===== src/rtl/ts_rx_qualifier_if.sv =====
// ts_rx_qualifier_if
//   Carries one received training-sequence ordered set per valid cycle from
//   the link-partner side into the qualifier.
//   Signals:
//     ts_i      128-bit ordered set, symbol k at bits [8k+7:8k]
//     ts_i_vld  ts_i valid, one ordered set per asserted cycle
//   Modports:
//     master    drives the ordered set (receiver front end / bench)
//     slave     consumes it (ts_rx_qualifier)
interface ts_rx_qualifier_if;
    logic [127:0] ts_i;
    logic         ts_i_vld;

    modport master (output ts_i, output ts_i_vld);
    modport slave  (input  ts_i, input  ts_i_vld);
endinterface


===== src/rtl/ts_rx_qualifier.sv =====
// ts_rx_qualifier
//   Per-lane receive-side TS1/TS2 qualifier. Decodes each 16-symbol ordered
//   set, rejects malformed ones, counts consecutive identical good ordered
//   sets and raises TS1/TS2 qualification levels for the LTSSM. Includes an
//   idle-gap watchdog and a saturating malformed-set counter.
//   All outputs are registered: a beat sampled in cycle N is reflected in N+1.
//   Ports:
//     clk, rst      clock, synchronous active-high reset
//     clear         LTSSM restart: drops all history except err_cnt
//     rx            slave side of ts_rx_qualifier_if (ts_i, ts_i_vld)
//     ts_type       last good TS: 0 none, 1 TS1, 2 TS2
//     ts_link..ts_ctrl  symbols 1..5 of last good TS
//     ts_upd        one-cycle pulse per accepted good TS
//     consec_cnt    consecutive identical good TS count (saturating)
//     ts1_qual/ts2_qual  qualification levels
//     err_cnt       malformed TS count, saturating at 255
//     gap_timeout   one-cycle pulse when the gap watchdog expires
module ts_rx_qualifier #(
    parameter int CONSEC_TARGET = 8,
    parameter int CNT_W         = 4,
    parameter int GAP_CYCLES    = 1024,
    parameter int GAP_W         = 11
) (
    input  logic               clk,
    input  logic               rst,
    input  logic               clear,
    ts_rx_qualifier_if.slave   rx,
    output logic [1:0]         ts_type,
    output logic [7:0]         ts_link,
    output logic [7:0]         ts_lane,
    output logic [7:0]         ts_nfts,
    output logic [7:0]         ts_rate,
    output logic [7:0]         ts_ctrl,
    output logic               ts_upd,
    output logic [CNT_W-1:0]   consec_cnt,
    output logic               ts1_qual,
    output logic               ts2_qual,
    output logic [7:0]         err_cnt,
    output logic               gap_timeout
);

    localparam logic [7:0]       SYM_COM = 8'hBC;
    localparam logic [7:0]       SYM_TS1 = 8'h4A;
    localparam logic [7:0]       SYM_TS2 = 8'h45;
    localparam logic [CNT_W-1:0] CNT_MAX = {CNT_W{1'b1}};
    localparam logic [CNT_W-1:0] CNT_TGT = CNT_W'(CONSEC_TARGET);
    localparam logic [GAP_W-1:0] GAP_MAX = GAP_W'(GAP_CYCLES);

    // Symbol view of the incoming ordered set
    logic [7:0] sym [16];
    for (genvar k = 0; k < 16; k++) begin : g_sym
        assign sym[k] = rx.ts_i[8*k +: 8];
    end

    logic       tail_ok;
    logic       id_ok;
    logic       good;
    logic       match;
    logic [1:0] new_type;

    // Symbols 7..15 must all repeat the TS identifier in symbol 6
    always_comb begin
        tail_ok = 1'b1;
        for (int k = 7; k < 16; k++) begin
            if (sym[k] != sym[6]) tail_ok = 1'b0;
        end
    end

    assign id_ok    = (sym[6] == SYM_TS1) || (sym[6] == SYM_TS2);
    assign good     = (sym[0] == SYM_COM) && id_ok && tail_ok;
    assign new_type = (sym[6] == SYM_TS1) ? 2'd1 : 2'd2;

    logic [1:0]       type_q,  type_d;
    logic [7:0]       link_q,  link_d;
    logic [7:0]       lane_q,  lane_d;
    logic [7:0]       nfts_q,  nfts_d;
    logic [7:0]       rate_q,  rate_d;
    logic [7:0]       ctrl_q,  ctrl_d;
    logic             upd_q,   upd_d;
    logic [CNT_W-1:0] cnt_q,   cnt_d;
    logic             q1_q,    q1_d;
    logic             q2_q,    q2_d;
    logic [7:0]       err_q,   err_d;
    logic [GAP_W-1:0] gap_q,   gap_d;
    logic             gto_q,   gto_d;

    // A stored type of 0 never equals new_type, so the first good TS after
    // reset/clear always takes the load path.
    assign match = (new_type == type_q) && (sym[1] == link_q) &&
                   (sym[2] == lane_q)   && (sym[3] == nfts_q) &&
                   (sym[4] == rate_q)   && (sym[5] == ctrl_q);

    always_comb begin
        type_d = type_q;
        link_d = link_q;
        lane_d = lane_q;
        nfts_d = nfts_q;
        rate_d = rate_q;
        ctrl_d = ctrl_q;
        upd_d  = 1'b0;
        cnt_d  = cnt_q;
        err_d  = err_q;
        gap_d  = gap_q;
        gto_d  = 1'b0;

        if (clear) begin
            // Beat in the same cycle is discarded; err_cnt survives
            type_d = 2'd0;
            link_d = 8'd0;
            lane_d = 8'd0;
            nfts_d = 8'd0;
            rate_d = 8'd0;
            ctrl_d = 8'd0;
            cnt_d  = '0;
            gap_d  = '0;
        end else if (rx.ts_i_vld) begin
            gap_d = '0;
            if (good) begin
                upd_d = 1'b1;
                if (match) begin
                    if (cnt_q != CNT_MAX) cnt_d = cnt_q + CNT_W'(1);
                end else begin
                    type_d = new_type;
                    link_d = sym[1];
                    lane_d = sym[2];
                    nfts_d = sym[3];
                    rate_d = sym[4];
                    ctrl_d = sym[5];
                    cnt_d  = CNT_W'(1);
                end
            end else begin
                cnt_d = '0;
                if (err_q != 8'hFF) err_d = err_q + 8'd1;
            end
        end else if (gap_q != GAP_MAX) begin
            // Counter parks at GAP_MAX so expiry fires only once per gap
            gap_d = gap_q + GAP_W'(1);
            if (gap_d == GAP_MAX) begin
                cnt_d = '0;
                gto_d = 1'b1;
            end
        end

        // Qualification follows next-state count/type so it lands with them
        q1_d = (cnt_d >= CNT_TGT) && (type_d == 2'd1);
        q2_d = (cnt_d >= CNT_TGT) && (type_d == 2'd2);
    end

    always_ff @(posedge clk) begin
        if (rst) begin
            type_q <= 2'd0;
            link_q <= 8'd0;
            lane_q <= 8'd0;
            nfts_q <= 8'd0;
            rate_q <= 8'd0;
            ctrl_q <= 8'd0;
            upd_q  <= 1'b0;
            cnt_q  <= '0;
            q1_q   <= 1'b0;
            q2_q   <= 1'b0;
            err_q  <= 8'd0;
            gap_q  <= '0;
            gto_q  <= 1'b0;
        end else begin
            type_q <= type_d;
            link_q <= link_d;
            lane_q <= lane_d;
            nfts_q <= nfts_d;
            rate_q <= rate_d;
            ctrl_q <= ctrl_d;
            upd_q  <= upd_d;
            cnt_q  <= cnt_d;
            q1_q   <= q1_d;
            q2_q   <= q2_d;
            err_q  <= err_d;
            gap_q  <= gap_d;
            gto_q  <= gto_d;
        end
    end

    assign ts_type     = type_q;
    assign ts_link     = link_q;
    assign ts_lane     = lane_q;
    assign ts_nfts     = nfts_q;
    assign ts_rate     = rate_q;
    assign ts_ctrl     = ctrl_q;
    assign ts_upd      = upd_q;
    assign consec_cnt  = cnt_q;
    assign ts1_qual    = q1_q;
    assign ts2_qual    = q2_q;
    assign err_cnt     = err_q;
    assign gap_timeout = gto_q;

endmodule


===== src/flat_wrapper.sv =====
// flat-port wrapper written by rule: the top's interface ports become plain ports
module ts_rx_qualifier_flat 
#(
    parameter int CONSEC_TARGET = 8,
    parameter int CNT_W         = 4,
    parameter int GAP_CYCLES    = 1024,
    parameter int GAP_W         = 11
)
  (clk, rst, clear, ts_type, ts_link, ts_lane, ts_nfts, ts_rate, ts_ctrl, ts_upd, consec_cnt, ts1_qual, ts2_qual, err_cnt, gap_timeout, rx_ts_i, rx_ts_i_vld);
  ts_rx_qualifier_if rx_i ();
  input  logic clk;
  input  logic rst;
  input  logic clear;
  output logic [1:0] ts_type;
  output logic [7:0] ts_link;
  output logic [7:0] ts_lane;
  output logic [7:0] ts_nfts;
  output logic [7:0] ts_rate;
  output logic [7:0] ts_ctrl;
  output logic ts_upd;
  output logic [CNT_W-1:0] consec_cnt;
  output logic ts1_qual;
  output logic ts2_qual;
  output logic [7:0] err_cnt;
  output logic gap_timeout;
  input wire logic [$bits(rx_i.ts_i)-1:0] rx_ts_i;
  input wire logic [$bits(rx_i.ts_i_vld)-1:0] rx_ts_i_vld;
  assign rx_i.ts_i = rx_ts_i;
  assign rx_i.ts_i_vld = rx_ts_i_vld;
  ts_rx_qualifier #(.CONSEC_TARGET(CONSEC_TARGET), .CNT_W(CNT_W), .GAP_CYCLES(GAP_CYCLES), .GAP_W(GAP_W)) u_core (.clk(clk), .rst(rst), .clear(clear), .rx(rx_i), .ts_type(ts_type), .ts_link(ts_link), .ts_lane(ts_lane), .ts_nfts(ts_nfts), .ts_rate(ts_rate), .ts_ctrl(ts_ctrl), .ts_upd(ts_upd), .consec_cnt(consec_cnt), .ts1_qual(ts1_qual), .ts2_qual(ts2_qual), .err_cnt(err_cnt), .gap_timeout(gap_timeout));
endmodule

===== config.mk =====
export PLATFORM = sky130hd
export DESIGN_NAME = ts_rx_qualifier_flat
export DESIGN_NICKNAME = d
export VERILOG_FILES = /design/src/rtl/ts_rx_qualifier_if.sv /design/src/rtl/ts_rx_qualifier.sv /design/src/flat_wrapper.sv
export SDC_FILE = /design/constraint.sdc
export NUM_CORES = 1
export LEC_CHECK = 0
export CAP_MARGIN = 10
export CORE_MARGIN = 4
export CORE_UTILIZATION = 38
export DETAILED_ROUTE_END_ITERATION = 10
export PLACE_DENSITY = 0.78
export REMOVE_ABC_BUFFERS = 1
export SLEW_MARGIN = 20
export SYNTH_ARGS = -nofsm -noshare
export SYNTH_HDL_FRONTEND = slang
export SYNTH_SLANG_ARGS = --single-unit
export TNS_END_PERCENT = 20

===== constraint.sdc =====
create_clock -name clk -period 3.25 [get_ports clk]
set_input_delay 0.65 -clock clk [delete_from_list [all_inputs] [get_ports clk]]
set_output_delay 0.65 -clock clk [all_outputs]
set_load 0.01 [all_outputs]

==> impl_metrics.xml <==
<?xml version="1.0" encoding="UTF-8"?>
<metrics>
  <group name="logic_synthesis">
    <metric name="synthesis.instances" unit="">450</metric>
    <metric name="postSynth.topFlopCell" unit="">sky130_fd_sc_hd__dfxtp_1</metric>
    <metric name="syn_area" unit="um2">4110</metric>
    <metric name="number_of_enable_type_register_cells_in_the_synthesized_netlist" unit="">0</metric>
    <metric name="yosysWarnings" unit="">0</metric>
    <metric name="synthTopCellsByCount" unit="">sky130_fd_sc_hd__dfxtp_1, sky130_fd_sc_hd__nor2_1, sky130_fd_sc_hd__mux2i_1</metric>
    <metric name="synth_area_leader_cell" unit="">sky130_fd_sc_hd__dfxtp_1</metric>
    <metric name="synth.ff_latch_count" unit="">69</metric>
    <metric name="synthDistinctLibCells" unit="">63</metric>
    <metric name="synth_sequential_area_ratio" unit="%">33.6</metric>
    <metric name="synth_top_area_share" unit="%">33.6</metric>
    <metric name="synth.top_cells.by_area" unit="">sky130_fd_sc_hd__dfxtp_1, sky130_fd_sc_hd__mux2i_1, sky130_fd_sc_hd__xor2_1</metric>
    <metric name="asyncSetResetFlopFracSynth" unit="%">0</metric>
    <metric name="syn_area_per_cell" unit="um2">9.13</metric>
    <metric name="most_used_standard_cell_by_instance_count_after_synthesis" unit="">sky130_fd_sc_hd__dfxtp_1</metric>
  </group>
  <group name="hold_path">
    <metric name="whs_path_depth" unit="">2</metric>
    <metric name="timing.hold.worst.class" unit="">reg -&gt; reg</metric>
    <metric name="hp-start" unit="">u_core.ts_nfts[0]$_SDFFE_PP0P_</metric>
  </group>
  <group name="detailed_routing">
    <metric name="post_drt_via_cell_ratio" unit="">5.31</metric>
    <metric name="drt-initial-drc-count" unit="">265</metric>
    <metric name="ant_nets" unit="">0</metric>
    <metric name="avg_wl_per_cell" unit="um">17.1</metric>
    <metric name="firstDrtPassIters" unit="">6</metric>
    <metric name="drt-total-wl" unit="um">14300</metric>
    <metric name="route.vias.total" unit="">4443</metric>
    <metric name="drt_drc_violations_left" unit="">0</metric>
  </group>
  <group name="worst_setup_path">
    <metric name="worst_setup_path_startpoint" unit="">rx_ts_i[86]</metric>
    <metric name="cp.required" unit="ps">3480</metric>
    <metric name="critical_path.max_fanout" unit="">8</metric>
    <metric name="critical_path.cell_chain" unit="">clkdlybuf4s50_1, or4_4, mux2i_4, nand2_1, or4_4, a2111oi_4, buf_6, clkbuf_16, mux2i_1, nor2_1</metric>
    <metric name="crit_path_max_cell_delay" unit="ps">550</metric>
    <metric name="r2r-end" unit="">u_core.ts1_qual$_SDFF_PP0_</metric>
    <metric name="ff2ff_setup_slack" unit="ps">970</metric>
    <metric name="critPathLaunchType" unit="">primary input</metric>
    <metric name="crit_path_end_kind" unit="">flip-flop</metric>
    <metric name="setup.worst_path.end" unit="">u_core.ts_ctrl[3]$_SDFFE_PP0P_</metric>
    <metric name="timing.critical_path.mode_cell" unit="">sky130_fd_sc_hd__or4_4</metric>
    <metric name="timing.rr.start" unit="">u_core.gap_q[0]$_SDFFE_PP0N_</metric>
    <metric name="timing.setup.critical_path_class" unit="">in -&gt; reg</metric>
    <metric name="r2r.worst_path.cells" unit="">9</metric>
    <metric name="crit_slowest_cell" unit="">sky130_fd_sc_hd__or4_4</metric>
    <metric name="timing.critical_path.arrival" unit="ps">3430</metric>
  </group>
  <group name="outcome">
    <metric name="outcome" unit="">finished clean</metric>
  </group>
  <group name="pwr">
    <metric name="p_sw_share" unit="%">25.4</metric>
    <metric name="p_leak" unit="nW">2.76</metric>
    <metric name="power_frac_seq" unit="%">44.8</metric>
    <metric name="cellPowerDensity" unit="nW/um2">270</metric>
    <metric name="power.combinational.fraction" unit="%">18.0</metric>
    <metric name="post-layout-total-power" unit="W">0.00190</metric>
    <metric name="power_frac_clock" unit="%">37.2</metric>
    <metric name="vdd_ir_drop_max" unit="mV">0.246</metric>
    <metric name="power.internal" unit="W">0.00142</metric>
    <metric name="power.net_switching" unit="W">0.000481</metric>
  </group>
  <group name="finish">
    <metric name="nets" unit="">831</metric>
    <metric name="antenna_cells_inserted" unit="">0</metric>
    <metric name="synthToLayoutAreaGrowth" unit="%">70.8</metric>
    <metric name="fin_cells" unit="">836</metric>
    <metric name="drive_above_1_share" unit="%">18.1</metric>
    <metric name="postLayoutCoreUtil" unit="%">67.4</metric>
    <metric name="area_of_all_placed_cells_without_fillers" unit="um2">7020</metric>
  </group>
  <group name="clocking">
    <metric name="clock-sinks" unit="">69</metric>
    <metric name="clk_pin_slew" unit="ps">80</metric>
    <metric name="insertion_delay" unit="ps">350</metric>
    <metric name="ctsRootBufferMaster" unit="">sky130_fd_sc_hd__clkbuf_8</metric>
    <metric name="numCtsBuffers" unit="">9</metric>
    <metric name="htree_num_levels" unit="">3</metric>
    <metric name="hold_buffer_count_at_cts" unit="">0</metric>
    <metric name="clock_tree.buffer_depth" unit="">2</metric>
    <metric name="cts_tree" unit="">built</metric>
  </group>
  <group name="placed_design">
    <metric name="post_dp_area" unit="um2">6480</metric>
    <metric name="detailedPlacementHpwl" unit="um">11200</metric>
    <metric name="io_buffers" unit="">189</metric>
    <metric name="globalplace.congestion" unit="">0.908</metric>
    <metric name="dp_cells" unit="">816</metric>
  </group>
  <group name="sta">
    <metric name="timing.final.crit_share" unit="%">98.6</metric>
    <metric name="tightest_slew" unit="ps">429</metric>
    <metric name="tns" unit="ps">0</metric>
    <metric name="achievable-frequency" unit="GHz">0.312</metric>
    <metric name="clock_skew" unit="ps">11.6</metric>
    <metric name="slew_headroom" unit="%">71.4</metric>
    <metric name="timing.final.hold_violations" unit="">0</metric>
    <metric name="final-max-slew-violation-count" unit="">0</metric>
    <metric name="min_period" unit="ps">3200</metric>
    <metric name="setup_viol_count_final" unit="">0</metric>
  </group>
  <group name="global_route">
    <metric name="gr-total-overflow" unit="">0</metric>
    <metric name="grt_start_max_net_pins" unit="">43</metric>
    <metric name="global_route_wire_length_before_repair" unit="um">21600</metric>
    <metric name="gr-usage-all-layers" unit="%">21.2</metric>
    <metric name="vias_in_the_first_global_route" unit="">4468</metric>
    <metric name="antenna_found_initial" unit="">0</metric>
  </group>
  <group name="die">
    <metric name="number_of_top_level_pins" unit="">190</metric>
    <metric name="placement_rows" unit="">37</metric>
    <metric name="floorplan.die.height" unit="um">112</metric>
    <metric name="floorplan.initialDensity" unit="%">39.4</metric>
    <metric name="design.die.area" unit="um2">12500</metric>
    <metric name="fp.coreArea" unit="um2">10400</metric>
    <metric name="die_width" unit="um">112</metric>
  </group>
  <group name="flow_run">
    <metric name="cap_viol_max_count" unit="">0</metric>
  </group>
</metrics>
[critical path: cells and delay by family]
kind / cells / cell delay (ps)
AND/OR/NAND/NOR: 4 / 1190
buffers and inverters: 3 / 850
multiplexers: 2 / 390
AO/OA/AOI/OAI: 1 / 350
[what timing repair did]
item / in CTS / in global routing
cloned: 1 / 1
endpoints found under the hold margin: 0 / 0
endpoints found under the setup margin: 53 / 53
setup buffers: 0 / 2
resized for setup: 11 / 57
pin swaps: 4 / 21
[stage by stage]
stage / hold slack (ps) / setup WS [ps]
6_report: 546 / 45.3
5_1_grt: 567 / -47.4
4_1_cts: 550 / -0.179
3_5_place_dp: 532 / -572
3_3_place_gp: 512 / -545
2_1_floorplan: 517 / -3410
[cell families after synthesis]
family	synth area share (%)
compound gates	8.47
fa+ha+maj	1.22
buf+inv	4.45
flops	33.6
mux	13.8
xor+xnor	11.7
simple gates	26.7
[state kept, by name (all words and copies together) (netlist names)]
register / cells
u_core.gap_q: 11
u_core.err_cnt: 8
u_core.ts_ctrl: 8
u_core.ts_lane: 8
u_core.ts_link: 8
u_core.ts_nfts: 8
u_core.ts_rate: 8
u_core.consec_cnt: 4
u_core.ts_type: 2
u_core.gap_timeout: 1
u_core.ts1_qual: 1
u_core.ts2_qual: 1
u_core.ts_upd: 1
[power groups by stage]
stage | Clock, W | Sequential, W | Combinational [W]
floorplan | 0 | 0.000870 | 0.0000720
global placement | 0 | 0.000869 | 0.000314
detailed placement | 0 | 0.000870 | 0.000320
CTS | 0.000726 | 0.000850 | 0.000325
global route | 0.000760 | 0.000850 | 0.000364
finish | 0.000706 | 0.000850 | 0.000341
[worst min path at each step]
stage	end	slack [ps]
after floorplan	u_core.gap_q[4]$_SDFFE_PP0N_	520
after global placement	u_core.consec_cnt[0]$_SDFF_PP0_	510
after detailed placement	u_core.consec_cnt[1]$_SDFF_PP0_	530
after CTS	u_core.ts_ctrl[6]$_SDFFE_PP0P_	550
after global routing	u_core.consec_cnt[1]$_SDFF_PP0_	570
final	u_core.ts_nfts[0]$_SDFFE_PP0P_	550
[layer usage]
layer | vias up | GRT usage, % | wire length [um]
li1 | 2158 | - | -
met2 | 152 | 37.2 | 7210
met1 | 2096 | 24.4 | 5800
met5 | - | 0 | 0
met3 | 37 | 5.60 | 831
met4 | 0 | 8.49 | 488
[final cells by class]
type,instances,area [um2]
Clock buffer,9,124
Clock inverter,7,73.8
Fill cell,781,3400
Inverter,8,30.0
Multi-Input combinational cell,357,2750
Sequential cell,69,1380
Tap cell,136,170
Timing Repair Buffer,250,2490
[placed cells by master, fill, tap and decap left out, drive strengths merged, types with 12 or more instances in the layout]
cell,instances
nor3,14
nand2,15
nand4,23
xnor2,15
dfxtp,69
buf,60
dlymetal6s2s,27
nor4,18
and3,12
nor2,65
clkdlybuf4s50,162
xor2,40
nand3,13
mux2i,51
Note: power is estimated with default switching activity, not from simulation.
